$ cat src/rtl/piso.sv
`default_nettype none
// ============================================================================
// Module      : piso
// Description : Parallel-in, serial-out word serializer. Captures a
//               DATA_WIDTH block in one cycle and emits it OUT_WIDTH bits per
//               clock, MSB word first (or LSB word first when MSB_FIRST=0).
//               empty flags when no words remain to be emitted.
// Revision    : 1.0 - initial release
// ============================================================================
module piso #(
    parameter int DATA_WIDTH = 128,
    parameter int OUT_WIDTH  = 8,
    parameter bit MSB_FIRST  = 1'b1
) (
    input  logic                  clk,
    input  logic                  reset,
    input  logic                  load,
    input  logic [DATA_WIDTH-1:0] parallel_in,
    output logic [OUT_WIDTH-1:0]  serial_out,
    output logic                  out_valid,
    output logic                  empty
);

    localparam int NUM_WORDS = DATA_WIDTH / OUT_WIDTH;
    localparam int CNT_W     = $clog2(NUM_WORDS + 1);
    localparam logic [CNT_W-1:0] C_FULL_COUNT = CNT_W'(NUM_WORDS);

    logic [DATA_WIDTH-1:0] shift_q, shift_d;
    logic [CNT_W-1:0]      count_q, count_d;
    logic [OUT_WIDTH-1:0]  serial_q, serial_d;
    logic                  valid_q, valid_d;
    logic                  empty_q, empty_d;

    // Word presented next and the register contents after it is removed;
    // vacated bits fill with zero.
    logic [OUT_WIDTH-1:0]  w_next_word;
    logic [DATA_WIDTH-1:0] w_shifted;

    generate
        if (MSB_FIRST) begin : g_msb_first
            assign w_next_word = shift_q[DATA_WIDTH-1 -: OUT_WIDTH];
            assign w_shifted   = shift_q << OUT_WIDTH;
        end else begin : g_lsb_first
            assign w_next_word = shift_q[OUT_WIDTH-1:0];
            assign w_shifted   = shift_q >> OUT_WIDTH;
        end
    endgenerate

    // Next-state selection: load restarts, otherwise drain one word per clock.
    always_comb begin
        shift_d  = shift_q;
        count_d  = count_q;
        serial_d = serial_q;
        valid_d  = 1'b0;
        empty_d  = empty_q;
        if (load) begin
            // A reload discards any words still pending; nothing is emitted.
            shift_d = parallel_in;
            count_d = C_FULL_COUNT;
            empty_d = 1'b0;
        end else if (count_q != '0) begin
            serial_d = w_next_word;
            shift_d  = w_shifted;
            count_d  = count_q - 1'b1;
            valid_d  = 1'b1;
            // Rises together with the final word.
            empty_d  = (count_q == CNT_W'(1));
        end else begin
            empty_d = 1'b1;
        end
    end

    // State registers with asynchronous reset to the idle/empty condition.
    always_ff @(posedge clk or posedge reset) begin
        if (reset) begin
            shift_q  <= '0;
            count_q  <= '0;
            serial_q <= '0;
            valid_q  <= 1'b0;
            empty_q  <= 1'b1;
        end else begin
            shift_q  <= shift_d;
            count_q  <= count_d;
            serial_q <= serial_d;
            valid_q  <= valid_d;
            empty_q  <= empty_d;
        end
    end

    assign serial_out = serial_q;
    assign out_valid  = valid_q;
    assign empty      = empty_q;

endmodule
`default_nettype wire

$ cat config.mk
export PLATFORM = sky130hd
export DESIGN_NAME = piso
export DESIGN_NICKNAME = d
export VERILOG_FILES = /design/src/rtl/piso.sv
export SDC_FILE = /design/constraint.sdc
export NUM_CORES = 1
export LEC_CHECK = 0
export CAP_MARGIN = 20
export CORE_ASPECT_RATIO = 0.8
export CORE_MARGIN = 2
export CORE_UTILIZATION = 51
export CTS_CLUSTER_DIAMETER = 120
export DETAILED_ROUTE_END_ITERATION = 8
export MAX_ROUTING_LAYER = met4
export PLACE_DENSITY = 0.92
export SYNTH_ARGS = -nofsm -noshare
export SYNTH_HDL_FRONTEND = slang
export SYNTH_SLANG_ARGS = --single-unit
$ cat constraint.sdc
create_clock -name clk -period 6.8 [get_ports clk]
set_input_delay 1.36 -clock clk [delete_from_list [all_inputs] [get_ports clk]]
set_output_delay 1.36 -clock clk [all_outputs]
set_load 0.03 [all_outputs]
# Word level (Yosys, flattened, before mapping)
# Index checks and enable logic that the tools add are counted.
[totals]
reg_bits = 143
romBits = 0
mem_bits_rw = 0
input_bits = 131
latch_bits = 0
out_inout_bits = 10
wordCells = 19
n_memories = 0
[classes]
n_eq_ne = 1
n_div = 0
add_sub_neg = 1
mux = 8
multipliers = 0
n_bitwise = 1
n_reduce_logical = 3
magnitude_cmp = 0
shift = 0
[ops]
columns = ["cell", "n"]
rows = [
  ["$mux W128", 2],
  ["$mux W5", 2],
  ["$eq A5 B1 Y1 const B", 1],
  ["$reduce_bool A5 Y1", 1],
  ["$sub A5 B1 Y5 const B", 1],
  ["$mux W1", 4],
  ["$reduce_and A2 Y1", 1],
  ["$reduce_bool A2 Y1", 1],
  ["$not A1 Y1", 1],
]

# Depth between registers and ports, before layout
# Gate-level depths: netlist (run 1).
[logic_depth]
ltp_word = 3
mapped_depth = 8

# Least setup slack after synthesis (run 1)
# No wires, ideal clock.
[synth_path]
kind = "in2reg"
startpoint = "in load"
endpoint = "reg serial_q[0], in the netlist serial_out[0]"
required_time_ps = 6675
path_stages = 3
slack_ps = 4473
arrival_ps = 2203
path_buffers = 1
cell_sequence = "clkbuf_1 > nor2_2 > mux2_2"
[synth_via]
elab_chain_cells = 2
[synth_rtl]
columns = ["element", "line", "text"]
rows = [
  ["from (decl)", "17", "input logic load,"],
  ["$not A1 Y1 (no source line)", "n/a", ""],
  ["$reduce_and A2 Y1 (no source line)", "n/a", ""],
  ["to (signal assigned)", "84", "serial_q <= serial_d;"],
  ["to (decl)", "30", "logic [OUT_WIDTH-1:0] serial_q, serial_d;"],
]
# Every way passes these cells.
# A chain may end at the register's enable or synchronous reset.

# Worst setup path after layout (run 1)
[layout_path]
startpoint = "reg empty_q, in the netlist empty"
endpoint = "out empty"
[layout_rtl]
columns = ["element", "line", "text"]
rows = [
  ["from (decl)", "32", "logic empty_q, empty_d;"],
  ["from (signal assigned)", "86", "empty_q <= empty_d;"],
  ["to (decl)", "21", "output logic empty"],
]
# No word-level cell between the ends.

==> impl_metrics.csv, run 1 <==
group,metric,value,unit
placed_design,dp_slack,3.525,ns
clocking,cts_tree,"done",
clocking,cts_max_path_buffers,2,
power_and_ir_drop,ir_drop,185.3,uV
power_and_ir_drop,p_leak,3.421,nW
finish,finish.instance_area,0.008469,mm^2
yosys,synth-seq-area-share,55.03,%
yosys,synth_top_area_cell,"dfrtp_1",
yosys,syn_nets,736,
clocking,cts_buffers,17,
critical_path,crit-reg2reg-launch,"count_q[0]",
drt,drtPass1Iterations,4,
yosys,synth_top_area_share,54.63,%
timing,fin_crit_sh,43.51,%
placed_design,gp_congestion,0.8291,
floorplanning,core-area,0.01230,mm^2
timing,worst_slack,3.841,ns
global_route,overflow,0,
clocking,post_cts_buffers,0,
timing,finalHoldViolCount,0,
yosys,synth-main-ff-cell,"dfrtp_1",
timing,setup_violations,0,
critical_path,arrival,1.60,ns
timing,min_period,2.959,ns
timing,fin_worst_skew,0.008436,ns
critical_path,end_kind,"output port",
placed_design,port_buffers,140,
timing,rsz0062_at_grt,"no",
critical_path,crit_start,"empty",
yosys,ys_top_cells_by_count,"dfrtp_1 (142), nand2_1 (137), mux2i_1 (120), o21ai_1 (70), o21ai_0 (58)",
drt,drt-initial-drc-count,381,
global_route,grt_max_degree,170,
global_route,grt_pass1_vias,4870,
yosys,synth_edf_count,0,
critical_path,path_buf_inv,1,
yosys,synth.most_common_cell,"dfrtp_1",
drt,wl_per_cell,15.71,um
timing,fin_setup_tns,0,ns
critical_path,path_class,"flop to output port",
yosys,ys_async_sr_fraction,100.0,%
critical_path,worst-path-max-fanout,1,
outcome,status,"completed",
floorplanning,rows,36,
clocking,cts_hold_buf,0,
clocking,cts-root-buf,"clkbuf_16",
drt,postRouteAntennaNets,0,
finish,drive_gt1_share,6.929,%
power_and_ir_drop,finalPower,2.759,mW
worst_hold_path,min_path_type,"flop to flop",
yosys,synth.avg_cell_area,10.79,um^2
yosys,yosysWarningCount,0,
critical_path,path_cells,"clkdlybuf4s50_1",
timing,slew_viol_final,0,
critical_path,slowest_stage,"clkdlybuf4s50_1",
floorplanning,dieHeight,105.0,um
yosys,ys_seq_elements,143,
drt,drcViolationCount,0,
power_and_ir_drop,powerDensity,325.7,mW/mm^2
critical_path,start_kind,"flop",
placed_design,placed_area,0.007864,mm^2
yosys,yosysUniqueCellTypes,27,
yosys,netlist_area,0.006505,mm^2
floorplanning,die-area,0.01368,mm^2
floorplanning,initial_core_util,52.90,%
drt,viasPerCell,5.258,
global_route,gr-usage-all-layers,22.57,%
timing,slew_headroom,34.87,%
floorplanning,ios,141,
drt,routed_wl,14.25,mm
clocking,cts_resized,0,
clocking,clk_pin_slew,0.06,ns
clocking,insertion_delay,0.41,ns
finish,syn2layout_area_growth,30.20,%
timing,fmax,0.3380,GHz
finish,fillers,867,
clocking,clock_sinks,143,
global_route,grt_pass1_wl,23.20,mm
critical_path,cpPeakStageDelay,0.66,ns
timing,tightest_slew,0.9770,ns
placed_design,dpl.hpwl,9.744,mm
clocking,htree_levels,4,
finish,n_antenna_cell,0,
finish,final_util,68.87,%
critical_path,crit_required,5.44,ns
drt,vias,4769,
run,cap_violations,0,
finish,regArea,0.003580,mm^2
critical_path,crit_family,"buffers and inverters",
finish,multiInputGateArea,0.002597,mm^2
yosys,synthTopCellsByArea,"dfrtp_1 (55%), mux2i_1 (18%), nand2_1 (7.9%)",
yosys,syn_inst,603,
floorplanning,die_w,130.3,um
finish,final_nets,856,
worst_hold_path,hold_start,"serial_out[5]",
global_route,antenna_found_initial,0,
-- state kept, by name, summed over array words and instances (netlist names) --
register and flops:
serial_out 8, shift_q 128, empty 1, out_valid 1, count_q 5
-- per-stage QoR --
stage | cells | hold WS [ns]
final | 907 | 0.5132
after global routing | 907 | 0.5298
after CTS | 907 | 0.5153
after detailed placement | 875 | 0.4985
after global placement | 875 | 0.4841
after floorplan | 603 | 0.4406
-- cell families (layout without fill, tap and decap cells) --
group | count (synthesis) | after routing | share of synthesized area [%]
simple gates | 148 | 148 | 8.982
flops | 143 | 143 | 55.03
compound gates | 132 | 132 | 10.27
mux | 129 | 129 | 20.02
buf+inv | 48 | 181 | 5.174
fa+ha+maj | 2 | 2 | 0.3846
xor+xnor | 1 | 1 | 0.1347
-- final timing paths --
kind                            endpoint  slack, ns  cells past startpoint
setup / recovery                   empty       3.84                      1
hold / removal             serial_out[5]       0.51                      1
min in group asynchronous    shift_q[68]       1.39                      2
hold reg to reg            serial_out[5]       0.51                      1
max in group asynchronous    shift_q[55]       4.03                      3
setup reg to reg             shift_q[43]       3.88                      7
-- final cells by class --
cell class / count / share of cell area (%)
clock inverter: 14 / 1.965
multi-input combinational: 412 / 30.67
timing repair buffer: 145 / 17.15
tap: 171 / 2.526
sequential: 143 / 42.27
clock buffer: 18 / 5.185
inverter: 4 / 0.2364
-- metal layers --
layer	global-route usage, %	up-vias	share of wire (%)
li1	-	2317	-
met1	28.44	2281	44
met2	36.24	151	49
met3	5.479	20	5.6
met4	6.912	0	1.6
met5	-	-	0
-- power by group --
group	leakage [nW]	switching [mW]	internal, mW
Sequential	1.75	0.110	1.01
Clock	0.288	0.352	0.585
Combinational	1.39	0.348	0.351
-- worst reg2reg max path: stages (launching register included) --
cell     delay, ns
dfrtp_1       0.39
inv_1         0.10
ha_1          0.24
nor4b_4       0.25
buf_4         0.50
buf_4         0.86
mux2i_1       0.34
o21ai_1       0.10
-- cell usage in the layout, fill, tap and decap left out, drive strengths merged, types with 2 or more instances in the layout --
cell           count
buf                6
bufinv             3
clkbuf            18
clkdlybuf4s50    139
clkinv             6
clkinvlp           4
dfrtp            142
ha                 2
inv                5
mux2               9
mux2i            120
nand2            137
nor2               5
nor2b              2
nor4b              2
o21ai            128
Power figures use the tool's default switching activity.
==> inputs of run 2 (changes only) <==
==> constraint.sdc (replaced) <==
create_clock -name clk -period 3 [get_ports clk]
set_input_delay 0.6 -clock clk [delete_from_list [all_inputs] [get_ports clk]]
set_output_delay 0.6 -clock clk [all_outputs]
set_load 0.03 [all_outputs]
==> run 2 against run 1 <==
  * Register-to-register slack worse by 3.2 ns
  * Utilization rose by 0.42 points
  * Global-route usage increased by 1.2 points
  * First-iteration DRC count is 34% lower
  * Sequential share of layout area decreased by 0.25 points
  * Die area unchanged
  * Final area up 0.61%
  * Wire length up 4.6%
  * Worst setup slack got worse by 3.1 ns
  * Clock power is 120% higher
  * Critical path type is now flop to flop
  * Highest routed layer unchanged
==> impl_metrics.csv, run 2 (synthesized netlist as in run 1, its figures left out) <==
group,metric,value,unit
drt,routed_wl,14.91,mm
finish,final_util,69.29,%
clocking,post_cts_buffers,0,
finish,regMostFlops,"shift_q",
power_and_ir_drop,powerDensity,732.1,mW/mm^2
global_route,antenna_found_initial,0,
placed_design,port_buffers,140,
critical_path,worst-path-max-fanout,33,
timing,min_period,2.295,ns
timing,setup_violations,0,
drt,dr_wl_met2,7.372,mm
drt,drtPass1Iterations,5,
placed_design,gp_congestion,0.8525,
finish,syn2layout_area_growth,30.99,%
critical_path,reg2reg_setup_slack,0.71,ns
placed_design,dpl.hpwl,10.09,mm
power_and_ir_drop,ir_drop,473.1,uV
power_and_ir_drop,p_leak,3.441,nW
worst_hold_path,hold_depth,1,
timing,fmax,0.4357,GHz
critical_path,path_cells,"inv_1 -> ha_1 -> nor4b_4 -> buf_12 -> buf_4 -> mux2i_1 -> o21ai_0",
critical_path,crit-reg2reg-launch,"count_q[0]",
global_route,gr-usage-all-layers,23.72,%
timing,slew_viol_final,0,
power_and_ir_drop,finalPower,6.238,mW
clocking,cts_tree,"done",
timing,hold-worst-slack,0.5106,ns
finish,drive_gt1_share,7.297,%
finish,largest_reg_flops,128,
drt,wl_per_cell,16.36,um
timing,fin_crit_sh,76.50,%
timing,fin_worst_skew,0.01175,ns
floorplanning,die_w,130.3,um
finish,finish.instance_area,0.008521,mm^2
floorplanning,die-area,0.01368,mm^2
timing,worst_slack,0.7051,ns
critical_path,path_class,"flop to flop",
placed_design,placed_area,0.007943,mm^2
drt,vias,4808,
timing,fin_setup_tns,0,ns
global_route,grt_max_degree,119,
critical_path,cpPeakStageDelay,0.41,ns
clocking,cts-root-buf,"clkbuf_16",
drt,met1_length,6.366,mm
floorplanning,initial_core_util,52.90,%
floorplanning,rows,36,
critical_path,crit_required,3.26,ns
critical_path,end_kind,"flop",
run,cap_violations,0,
floorplanning,ios,141,
finish,final_nets,860,
timing,slew_headroom,60.38,%
critical_path,start_kind,"flop",
critical_path,r2r_cells,7,
placed_design,place_inst,879,
placed_design,dp_slack,0.8077,ns
finish,instances_no_fill,911,
drt,drt-initial-drc-count,251,
critical_path,crit_family,"buffers and inverters",
clocking,insertion_delay,0.42,ns
clocking,cts_resized,0,
timing,tightest_slew,0.5930,ns
critical_path,path_buf_inv,3,
clocking,htree_levels,4,
worst_hold_path,min_path_type,"flop to flop",
finish,fillers,851,
finish,n_antenna_cell,0,
drt,postRouteAntennaNets,0,
clocking,clock_sinks,143,
clocking,cts_buffers,17,
drt,drcViolationCount,0,
clocking,cts_max_path_buffers,2,
critical_path,arrival,2.55,ns
worst_hold_path,hold_start,"serial_out[4]",
global_route,overflow,0,
critical_path,cp.depth,7,
worst_hold_path,hold_end,"serial_out[4]",
drt,dr_wl_met3,845,um
critical_path,rr_endpoint,"shift_q[31]",
outcome,status,"completed",
drt,viasPerCell,5.278,
global_route,grt_pass1_vias,5108,
timing,rsz0062_at_grt,"no",
floorplanning,core-area,0.01230,mm^2
drt,top_layer_used,"met4",
floorplanning,dieHeight,105.0,um
clocking,cts_hold_buf,0,
critical_path,slowest_stage,"dfrtp_1",
finish,final_cell_mix,"dfrtp_1 (142), clkdlybuf4s50_1 (139), nand2_1 (137)",
global_route,grt_pass1_wl,24.27,mm
timing,finalHoldViolCount,0,
finish,mostFrequentLayoutCell,"dfrtp_1",
clocking,clk_pin_slew,0.06,ns
[run 2: cell types whose count changed in the layout (fill, tap and decap cells not counted), sizes merged]
cell,delta
bufinv,-2
buf,+4
clkinvlp,-1
clkinv,-2
inv,+5
[run 2: where the power goes]
group / total, mW / internal, mW / switching [mW]
Clock: 2.06 / 1.17 / 0.884
Combinational: 1.63 / 0.819 / 0.811
Sequential: 2.55 / 2.29 / 0.257
Total: 6.24 / 4.29 / 1.95
[run 2: final cells by class]
class / count / area, um^2 / share of cell area (%)
Sequential cell: 143 / 3580 / 42.01
Multi-Input combinational cell: 412 / 2597 / 30.48
Timing Repair Buffer: 149 / 1533 / 17.99
Clock buffer: 18 / 429.2 / 5.037
Tap cell: 171 / 214.0 / 2.511
Clock inverter: 14 / 148.9 / 1.747
Inverter: 4 / 18.77 / 0.2203
[run 2: how the worst max path moves through the flow]
stage | startpoint | end | slack [ns]
CTS | count_q[0] | shift_q[27] | 0.70
global placement | count_q[0] | shift_q[39] | 0.94
detailed placement | count_q[0] | shift_q[31] | 0.81
finish | count_q[0] | shift_q[31] | 0.71
global route | count_q[1] | shift_q[27] | 0.57
floorplan | reset | count_q[0] | 0.61
[run 2: per-layer routing]
| metal | vias to the layer above | track usage (%) |
|---|---|---|
| li1 | 2318 | - |
| met1 | 2291 | 28.44 |
| met2 | 166 | 39.04 |
| met3 | 33 | 6.247 |
| met4 | 0 | 7.834 |
| met5 | - | - |
==> inputs of run 3 (changes only) <==
--- a/config.mk
+++ b/config.mk
@@ -8,11 +8,11 @@
 export CAP_MARGIN = 20
 export CORE_ASPECT_RATIO = 0.8
 export CORE_MARGIN = 2
-export CORE_UTILIZATION = 51
+export CORE_UTILIZATION = 46
 export CTS_CLUSTER_DIAMETER = 120
 export DETAILED_ROUTE_END_ITERATION = 8
 export MAX_ROUTING_LAYER = met4
-export PLACE_DENSITY = 0.92
+export PLACE_DENSITY = 0.88
 export SYNTH_ARGS = -nofsm -noshare
 export SYNTH_HDL_FRONTEND = slang
 export SYNTH_SLANG_ARGS = --single-unit
==> constraint.sdc (replaced) <==
create_clock -name clk -period 1.97 [get_ports clk]
set_input_delay 0.394 -clock clk [delete_from_list [all_inputs] [get_ports clk]]
set_output_delay 0.394 -clock clk [all_outputs]
set_load 0.03 [all_outputs]
==> run 3 against run 2 <==
  * Clock skew hardly changed
  * Non-clock buffer count is 20 higher
  * Critical path type unchanged
  * Cell count is 3.2% higher
==> impl_metrics.csv, run 3 (synthesized netlist as in run 1, its figures left out) <==
group,metric,value,unit
worst_hold_path,min_path_type,"primary input to flop",
finish,largest_reg_flops,128,
floorplanning,initial_core_util,47.51,%
finish,mostFrequentLayoutCell,"dfrtp_1",
drt,drt-initial-drc-count,297,
critical_path,cpPeakStageDelay,0.43,ns
worst_hold_path,hold_depth,3,
drt,viasPerCell,5.257,
power_and_ir_drop,power_frac_seq,37.6,%
critical_path,slowest_stage,"dfrtp_1",
finish,n_antenna_cell,0,
worst_hold_path,hold_end,"shift_q[35]",
placed_design,dp_slack,0.002585,ns
finish,syn2layout_area_growth,37.78,%
power_and_ir_drop,ir_drop,675.1,uV
global_route,grt_max_degree,84,
floorplanning,die_w,137.0,um
clocking,cts_buffers,17,
critical_path,path_buf_inv,4,
critical_path,path_class,"flop to flop",
placed_design,gp_congestion,0.7685,
clocking,cts_tree,"done",
finish,final_cell_mix,"dfrtp_1 (142), clkdlybuf4s50_1 (138), nand2_1 (137)",
floorplanning,ios,141,
worst_hold_path,hold_start,"load",
run,cap_violations,0,
timing,min_period,1.917,ns
placed_design,port_buffers,140,
power_and_ir_drop,p_comb_share,28.8,%
timing,tightest_slew,0.6148,ns
global_route,gr-usage-all-layers,21.67,%
global_route,overflow,0,
critical_path,worst-path-max-fanout,11,
clocking,cts_max_path_buffers,2,
timing,slew_headroom,58.44,%
timing,fmax,0.5218,GHz
drt,vias,4942,
drt,drtPass1Iterations,4,
floorplanning,dieHeight,110.4,um
placed_design,dpl.hpwl,10.16,mm
clocking,clk_pin_slew,0.06,ns
critical_path,reg2reg_setup_slack,0.05,ns
global_route,grt_pass1_wl,24.47,mm
power_and_ir_drop,finalPower,10.33,mW
placed_design,place_inst,896,
drt,wl_per_cell,16.42,um
critical_path,crit-reg2reg-launch,"count_q[0]",
outcome,status,"completed",
floorplanning,die-area,0.01511,mm^2
clocking,insertion_delay,0.41,ns
clocking,cts-root-buf,"clkbuf_16",
clocking,clock_sinks,143,
timing,setup_violations,0,
finish,fillers,1041,
critical_path,arrival,2.20,ns
power_and_ir_drop,powerDensity,1153,mW/mm^2
critical_path,end_kind,"flop",
timing,slew_viol_final,0,
finish,final_nets,880,
floorplanning,core-area,0.01369,mm^2
power_and_ir_drop,p_clk_share,33.6,%
finish,regMostFlops,"shift_q",
power_and_ir_drop,p_switching,2.955,mW
drt,postRouteAntennaNets,0,
global_route,antenna_found_initial,0,
critical_path,crit_family,"buffers and inverters",
drt,routed_wl,15.44,mm
timing,fin_crit_sh,97.29,%
timing,fin_setup_tns,0,ns
finish,final_util,65.45,%
finish,instances_no_fill,940,
floorplanning,rows,38,
critical_path,crit_required,2.25,ns
critical_path,path_cells,"inv_2 -> ha_4 -> nor4b_4 -> buf_6 -> buf_8 -> clkbuf_16 -> mux2i_1 -> o21ai_1",
finish,drive_gt1_share,10.53,%
critical_path,r2r_cells,8,
power_and_ir_drop,switching_share,28.61,%
clocking,htree_levels,4,
timing,finalHoldViolCount,0,
critical_path,rr_endpoint,"shift_q[103]",
clocking,cts_hold_buf,0,
timing,fin_worst_skew,0.01166,ns
critical_path,start_kind,"flop",
power_and_ir_drop,intPower,7.374,mW
power_and_ir_drop,p_leak,3.638,nW
timing,worst_slack,0.05348,ns
drt,drcViolationCount,0,
global_route,grt_pass1_vias,5009,
## run 3: routing by layer
layer	GRT usage [%]	up-vias	part of all wire, %
met3	4.435	11	6.5
met2	33.94	154	47
met5	-	-	0
met4	5.817	0	0.69
li1	-	2362	-
met1	29.09	2415	46
## run 3: timing repair
item / in CTS / in global routing
cloned: 1 / 5
setup buffers: 5 / 1
resized for setup: 2 / 13
endpoints found under the setup margin: 8 / 130
## run 3: worst max-delay path by stage
stage	from	to	depth (start not counted)
final	count_q[0]	shift_q[103]	8
after detailed placement	count_q[0]	shift_q[15]	7
after global placement	count_q[0]	serial_out[6]	7
after global routing	count_q[1]	shift_q[103]	8
after floorplan	reset	count_q[0]	1
after CTS	count_q[0]	shift_q[25]	7
## run 3: power groups by stage
stage               clock, mW  sequential (mW)  combinational [mW]
floorplan                   0             3.91                1.82
global placement            0             3.90                2.48
detailed placement          0             3.92                2.56
CTS                      3.51             3.87                2.69
global route             3.66             3.94                3.23
finish                   3.47             3.88                2.97
## run 3: metrics by stage
step / area, um^2 / hold slack (ns)
2_1_floorplan: 6509 / 0.4406
3_3_place_gp: 8051 / 0.4863
3_5_place_dp: 8051 / 0.4964
4_1_cts: 8770 / 0.3763
5_1_grt: 8962 / 0.4182
6_report: 8962 / 0.3968
## run 3: final cells by class
cell class	count	area, um^2	share of cell area (%)
clock buffer	18	429.2	4.788
clock inverter	14	216.5	2.415
inverter	4	18.77	0.2094
multi-input combinational	412	2628	29.32
sequential	143	3580	39.94
tap	180	225.2	2.513
timing repair buffer	169	1866	20.82
## run 3: tightest hold or removal path, delay by kind of cell
kind / cells / cell delay (ns)
simple gates: 1 / 0.09
buf+inv: 1 / 0.19
compound gates: 1 / 0.07
